### src/rtl/present_dec.sv
// present_dec: iterative PRESENT-80 decryption core, one round per clock.
// Accepts a 64-bit ciphertext and an 80-bit key. Replays the forward key
// schedule to reach the last round key, then unwinds 31 rounds using the
// inverse key schedule.
//
// Optional feature: define PRESENT_DEC_KEY_CACHE_EN to remember the last
// expanded key. A request that reuses that key then skips key expansion.
//
// state  | meaning
// -------+-----------------------------------------------------------
// IDLE   | waiting for start; inputs captured on the accepting edge
// KEYEXP | forward key schedule, rc = 1..31, ends holding K32
// DEC    | inverse rounds r = 31..1, key walked back to K1
// DONE   | final whitening with K1; done pulse registered on exit
//
// The ports use MSB-first [0:N] numbering. Internally the registers are
// [N:0] with the MSB at the top, so port bit 0 maps to internal bit N.
// That puts the key-schedule fields at k[79:76] and k[19:15].
module present_dec (
    input  logic        clk,
    input  logic        rst_n,
    input  logic        start,
    input  logic [0:63] cipher,
    input  logic [0:79] keys,
    output logic        busy,
    output logic        done,
    output logic [0:63] plain
);

    typedef enum logic [1:0] {IDLE, KEYEXP, DEC, DONE} state_t;

    state_t      state;
    logic [63:0] st;
    logic [79:0] k;
    logic [4:0]  rc;
    logic [63:0] plain_q;

`ifdef PRESENT_DEC_KEY_CACHE_EN
    logic [79:0] key_cap;
    logic [79:0] ck_key;
    logic [79:0] ck_last;
    logic        ck_vld;
`endif

    logic [79:0] k_fwd;
    logic [79:0] k_xs;
    logic [79:0] k_inv;
    logic [63:0] st_dec;
    logic [63:0] dec_x;
    logic [63:0] dec_p;

    function automatic logic [3:0] sbox(input logic [3:0] x);
        logic [3:0] y;
        case (x)
            4'h0: y = 4'hC;
            4'h1: y = 4'h5;
            4'h2: y = 4'h6;
            4'h3: y = 4'hB;
            4'h4: y = 4'h9;
            4'h5: y = 4'h0;
            4'h6: y = 4'hA;
            4'h7: y = 4'hD;
            4'h8: y = 4'h3;
            4'h9: y = 4'hE;
            4'hA: y = 4'hF;
            4'hB: y = 4'h8;
            4'hC: y = 4'h4;
            4'hD: y = 4'h7;
            4'hE: y = 4'h1;
            default: y = 4'h2;
        endcase
        return y;
    endfunction

    function automatic logic [3:0] inv_sbox(input logic [3:0] x);
        logic [3:0] y;
        case (x)
            4'h0: y = 4'h5;
            4'h1: y = 4'hE;
            4'h2: y = 4'hF;
            4'h3: y = 4'h8;
            4'h4: y = 4'hC;
            4'h5: y = 4'h1;
            4'h6: y = 4'h2;
            4'h7: y = 4'hD;
            4'h8: y = 4'hB;
            4'h9: y = 4'h4;
            4'hA: y = 4'h6;
            4'hB: y = 4'h3;
            4'hC: y = 4'h0;
            4'hD: y = 4'h7;
            4'hE: y = 4'h9;
            default: y = 4'hA;
        endcase
        return y;
    endfunction

    // The forward permutation sends bit i to 16*i mod 63 (bit 63 stays in
    // place). Its inverse therefore gathers each output bit from there.
    function automatic logic [63:0] inv_player(input logic [63:0] x);
        logic [63:0] y;
        y = '0;
        for (int i = 0; i < 63; i++) begin
            y[i] = x[(16 * i) % 63];
        end
        y[63] = x[63];
        return y;
    endfunction

    // Next-key logic for both schedule directions, and one inverse round.
    always_comb begin
        k_fwd          = {k[18:0], k[79:19]};
        k_fwd[79:76]   = sbox(k_fwd[79:76]);
        k_fwd[19:15]   = k_fwd[19:15] ^ rc;

        k_xs           = k;
        k_xs[19:15]    = k[19:15] ^ rc;
        k_xs[79:76]    = inv_sbox(k_xs[79:76]);
        k_inv          = {k_xs[60:0], k_xs[79:61]};

        dec_x          = st ^ k[79:16];
        dec_p          = inv_player(dec_x);
        st_dec         = '0;
        for (int j = 0; j < 16; j++) begin
            st_dec[4*j +: 4] = inv_sbox(dec_p[4*j +: 4]);
        end
    end

    // Sequencing FSM with registered busy/done/plain outputs.
    always_ff @(posedge clk or negedge rst_n) begin
        if (!rst_n) begin
            state   <= IDLE;
            st      <= '0;
            k       <= '0;
            rc      <= '0;
            busy    <= 1'b0;
            done    <= 1'b0;
            plain_q <= '0;
`ifdef PRESENT_DEC_KEY_CACHE_EN
            key_cap <= '0;
            ck_key  <= '0;
            ck_last <= '0;
            ck_vld  <= 1'b0;
`endif
        end else begin
            done <= 1'b0;
            case (state)
                IDLE: begin
                    // The done cycle is already IDLE. A start request in that
                    // cycle is held off, so the earliest accept is the
                    // following cycle.
                    if (start && !done) begin
                        st   <= cipher;
                        busy <= 1'b1;
`ifdef PRESENT_DEC_KEY_CACHE_EN
                        if (ck_vld && (keys == ck_key)) begin
                            k     <= ck_last;
                            rc    <= 5'd31;
                            state <= DEC;
                        end else begin
                            k       <= keys;
                            key_cap <= keys;
                            rc      <= 5'd1;
                            state   <= KEYEXP;
                        end
`else
                        k     <= keys;
                        rc    <= 5'd1;
                        state <= KEYEXP;
`endif
                    end
                end
                KEYEXP: begin
                    k <= k_fwd;
                    if (rc == 5'd31) begin
                        state <= DEC;
`ifdef PRESENT_DEC_KEY_CACHE_EN
                        ck_key  <= key_cap;
                        ck_last <= k_fwd;
                        ck_vld  <= 1'b1;
`endif
                    end else begin
                        rc <= rc + 5'd1;
                    end
                end
                DEC: begin
                    st <= st_dec;
                    k  <= k_inv;
                    if (rc == 5'd1) begin
                        state <= DONE;
                    end else begin
                        rc <= rc - 5'd1;
                    end
                end
                DONE: begin
                    plain_q <= st ^ k[79:16];
                    done    <= 1'b1;
                    busy    <= 1'b0;
                    state   <= IDLE;
                end
                default: state <= IDLE;
            endcase
        end
    end

    assign plain = plain_q;

endmodule

### config.mk
export PLATFORM = sky130hd
export DESIGN_NAME = present_dec
export DESIGN_NICKNAME = d
export VERILOG_FILES = /design/src/rtl/present_dec.sv
export SDC_FILE = /design/constraint.sdc
export NUM_CORES = 1
export LEC_CHECK = 0
export BUFFER_PORTS_ARGS = -buffer_cell sky130_fd_sc_hd__buf_2
export CAP_MARGIN = 20
export CORE_ASPECT_RATIO = 0.9
export CORE_MARGIN = 10
export CORE_UTILIZATION = 30
export CTS_BUF_LIST = sky130_fd_sc_hd__clkbuf_16
export DETAILED_ROUTE_END_ITERATION = 16
export PLACE_DENSITY = 0.56
export SLEW_MARGIN = 40
export SYNTH_ARGS = -nofsm -noshare
export SYNTH_HDL_FRONTEND = slang
export SYNTH_SLANG_ARGS = --single-unit
### constraint.sdc
create_clock -name clk -period 2.8 [get_ports clk]
set_input_delay 0.56 -clock clk [delete_from_list [all_inputs] [get_ports clk]]
set_output_delay 0.56 -clock clk [all_outputs]
set_load 0.1 [all_outputs]
==> run_results.csv <==
group,metric,value,unit
timing,slew_violations,0,
clock_network,insertion_delay,0.55,ns
critical_path,startpoint,"k[28]",
critical_path,crit_fanout,6,
timing,skew,0.0159,ns
yosys,synth_seq_area_share,0.374,
clock_network,cts_tree,"yes",
drt,firstDrtPassIters,8,
cells_and_area,area.sequential,0.00543,sq mm
yosys,synth.distinct_cells,51,
clock_network,root_buffer,"clkbuf_16",
clock_network,cts_resized,0,
placement,globalplace.congestion,0.906,
cells_and_area,area.growth.synth_to_final,19.2,%
critical_path,critPathLaunchType,"flip-flop",
yosys,synth_seq_cells,217,
global_route,antenna_found_initial,1,
timing,rsz0062_at_grt,"false",
cells_and_area,finalNetCount,1882,
critical_path,cp_cell_sequence,"xnor2_1, ha_1, mux4_2, a211oi_1, a21o_1",
floorplanning,die_h,229,microns
yosys,syn_nets,1696,
drt,drtAntennaViolNets,0,
critical_path,critical_path_class,"flip-flop to flip-flop",
timing,worstMarginPinSlew,0.826,ns
timing,whs,0.0345,ns
critical_path,critical_path_arrival,2.95,ns
clock_network,hold_buffers,0,
critical_path,slowest_stage,"xnor2_1",
global_route,grt-ovfl-total,0,
timing,setup-violations-final,0,
floorplanning,dieArea,0.0576,sq mm
placement,hpwlAfterDp,41.3,mm
cells_and_area,multi_input_area,0.00841,sq mm
global_route,met2_usage,0.270,
critical_path,cp.required,3.29,ns
timing,max_freq,407,MHz
hold_path,hold_path_class,"input pin to async pin",
timing,layout_min_cycle_time,2.46,ns
clock_network,cts_setup_buffers,0,
floorplanning,die_w,252,microns
cells_and_area,drive_gt1_frac,0.247,
floorplanning,ios,213,
placement,port_buffers,212,
drt,drtIter0Drc,1298,
drt,drc,0,
cells_and_area,design_area,0.0173,sq mm
clock_network,cts.clk_slew.worst_paths,0.06,ns
cells_and_area,n_antenna_cell,0,
global_route,grt_pass1_wl,79.5,mm
global_route,use_met3,0.0391,
drt,viasPerCell,5.30,
global_route,grt_util_met1,0.257,
floorplanning,row_count,76,
global_route,grtUsageTotal,0.180,
timing,tns,0,ns
drt,drt-total-wl,53.5,mm
yosys,synth_area,0.0145,sq mm
global_route,grt_max_degree,88,
global_route,grt_pass1_vias,12000,
yosys,synthArstFlopShare,1.00,
run,maxCapViolations,0,
yosys,synth_ff_type,"dfrtp_1",
drt,vias,12000,
critical_path,slowest_delay,0.60,ns
cells_and_area,final_core_util,0.362,
floorplanning,core-area,0.0478,sq mm
cells_and_area,fill_cells,4811,
critical_path,r2r-start,"k[28]",
yosys,avgSynthCellArea,10.1,sq um
clock_network,htree_levels,1,
timing,hold_viol,0,
outcome,status,"complete, no violations",
cells_and_area,final_cell_mix,"dfrtp_1, buf_2, nor2_1, nand2_1, ha_1",
yosys,syn_inst,1433,
placement,placed_cell_area,0.0165,sq mm
timing,relSlewSlack,0.450,
global_route,busiest_layer,"met2",
yosys,synth_edf_count,0,
timing,min_period_over_period,0.878,
clock_network,cts_buffers,27,
drt,wire_per_inst,23.6,microns
clock_network,cts_num_sinks,217,
yosys,yosysWarnings,0,
critical_path,critPathCaptureType,"flip-flop",
floorplanning,start_util,0.304,
clock_network,cts_buffer_depth,3,
cells_and_area,final_common_cell,"dfrtp_1",
[area by class of cell]
cell class,count,area share
clock buffer,27,0.0390
clock inverter,21,0.00867
inverter,85,0.0184
multi-input combinational,1029,0.486
sequential,217,0.314
tap,624,0.0451
timing repair buffer,259,0.0895
[final timing paths]
check,end,slack (ns),cells after the start
setup / recovery,st[51],0.34,5
hold / removal,plain[4],0.03,1
setup reg to reg,st[51],0.34,5
hold reg to reg,st[11],0.50,1
max in group asynchronous,plain[5],1.97,2
min in group clk,st[61],0.29,3
[logic make-up after synthesis]
| family | Yosys count | share of synthesized area |
|---|---|---|
| flip-flops | 217 | 0.374 |
| AND/OR/NAND/NOR | 342 | 0.102 |
| multiplexers | 146 | 0.134 |
| XOR/XNOR | 92 | 0.0705 |
| adder cells (fa/ha/maj) | 116 | 0.0999 |
| AO/OA/AOI/OAI | 333 | 0.169 |
| buffers and inverters | 187 | 0.0505 |
[registers in the layout, indices dropped and copies added, names as in the netlist]
name   flops
st        64
plain     64
done       1
rc         5
busy       1
k         80
state      2
[synth_stat cells (3+ instances only)]
master    instances  share of area
inv_1            71          0.018
nor3b_1          12         0.0062
clkbuf_1         72          0.019
xnor2_1          40          0.024
a211oi_1         19         0.0098
nand3_1           3         0.0010
o211ai_1         33          0.017
mux4_2           36          0.056
mux2_1           12         0.0093
a21oi_1          55          0.019
buf_2            22         0.0076
xnor2_2          17          0.019
ha_1            116           0.10
mux2i_1          77          0.053
o22ai_1           3         0.0013
dfrtp_1         217           0.37
o221ai_1          4         0.0024
o21ai_0          13         0.0045
mux2_2           21          0.016
a22oi_1           3         0.0016
xor2_1           26          0.016
xor2_2            7         0.0078
a221o_1          11         0.0076
nand2_1         120          0.031
o21ai_1          12         0.0041
a21o_1           16         0.0083
a221oi_1         80          0.048
nand3b_1         29          0.015
o31ai_1          73          0.038
nor2_1          163          0.042
nor2b_1           3         0.0013
buf_1             7         0.0018
inv_2            14         0.0036
[worst max-delay path: cells and delay by family (launching register included)]
kind | cells | cell delay (ns)
DFF | 1 | 0.50
muxes | 1 | 0.47
AOI/OAI and AO/OA | 2 | 0.44
xor gates and xnor gates | 1 | 0.60
adders and majority gates | 1 | 0.38
[metrics by stage]
step,instances,setup WS (ns)
finish,2262,0.340
global placement,2214,0.403
detailed placement,2214,0.342
CTS,2262,0.331
floorplan,1433,0.586
global route,2262,0.231
[metal layers]
| metal | part of all wire | vias up | wire [microns] |
|---|---|---|---|
| met5 | 0 | - | 0 |
| met4 | 0.026 | 0 | 1390 |
| met3 | 0.087 | 66 | 4670 |
| met2 | 0.43 | 494 | 23200 |
| met1 | 0.45 | 5922 | 24300 |
| li1 | - | 5513 | - |
Power is not shown: default switching activity piles up to over one toggle a cycle in this logic, so the estimate is an artifact.
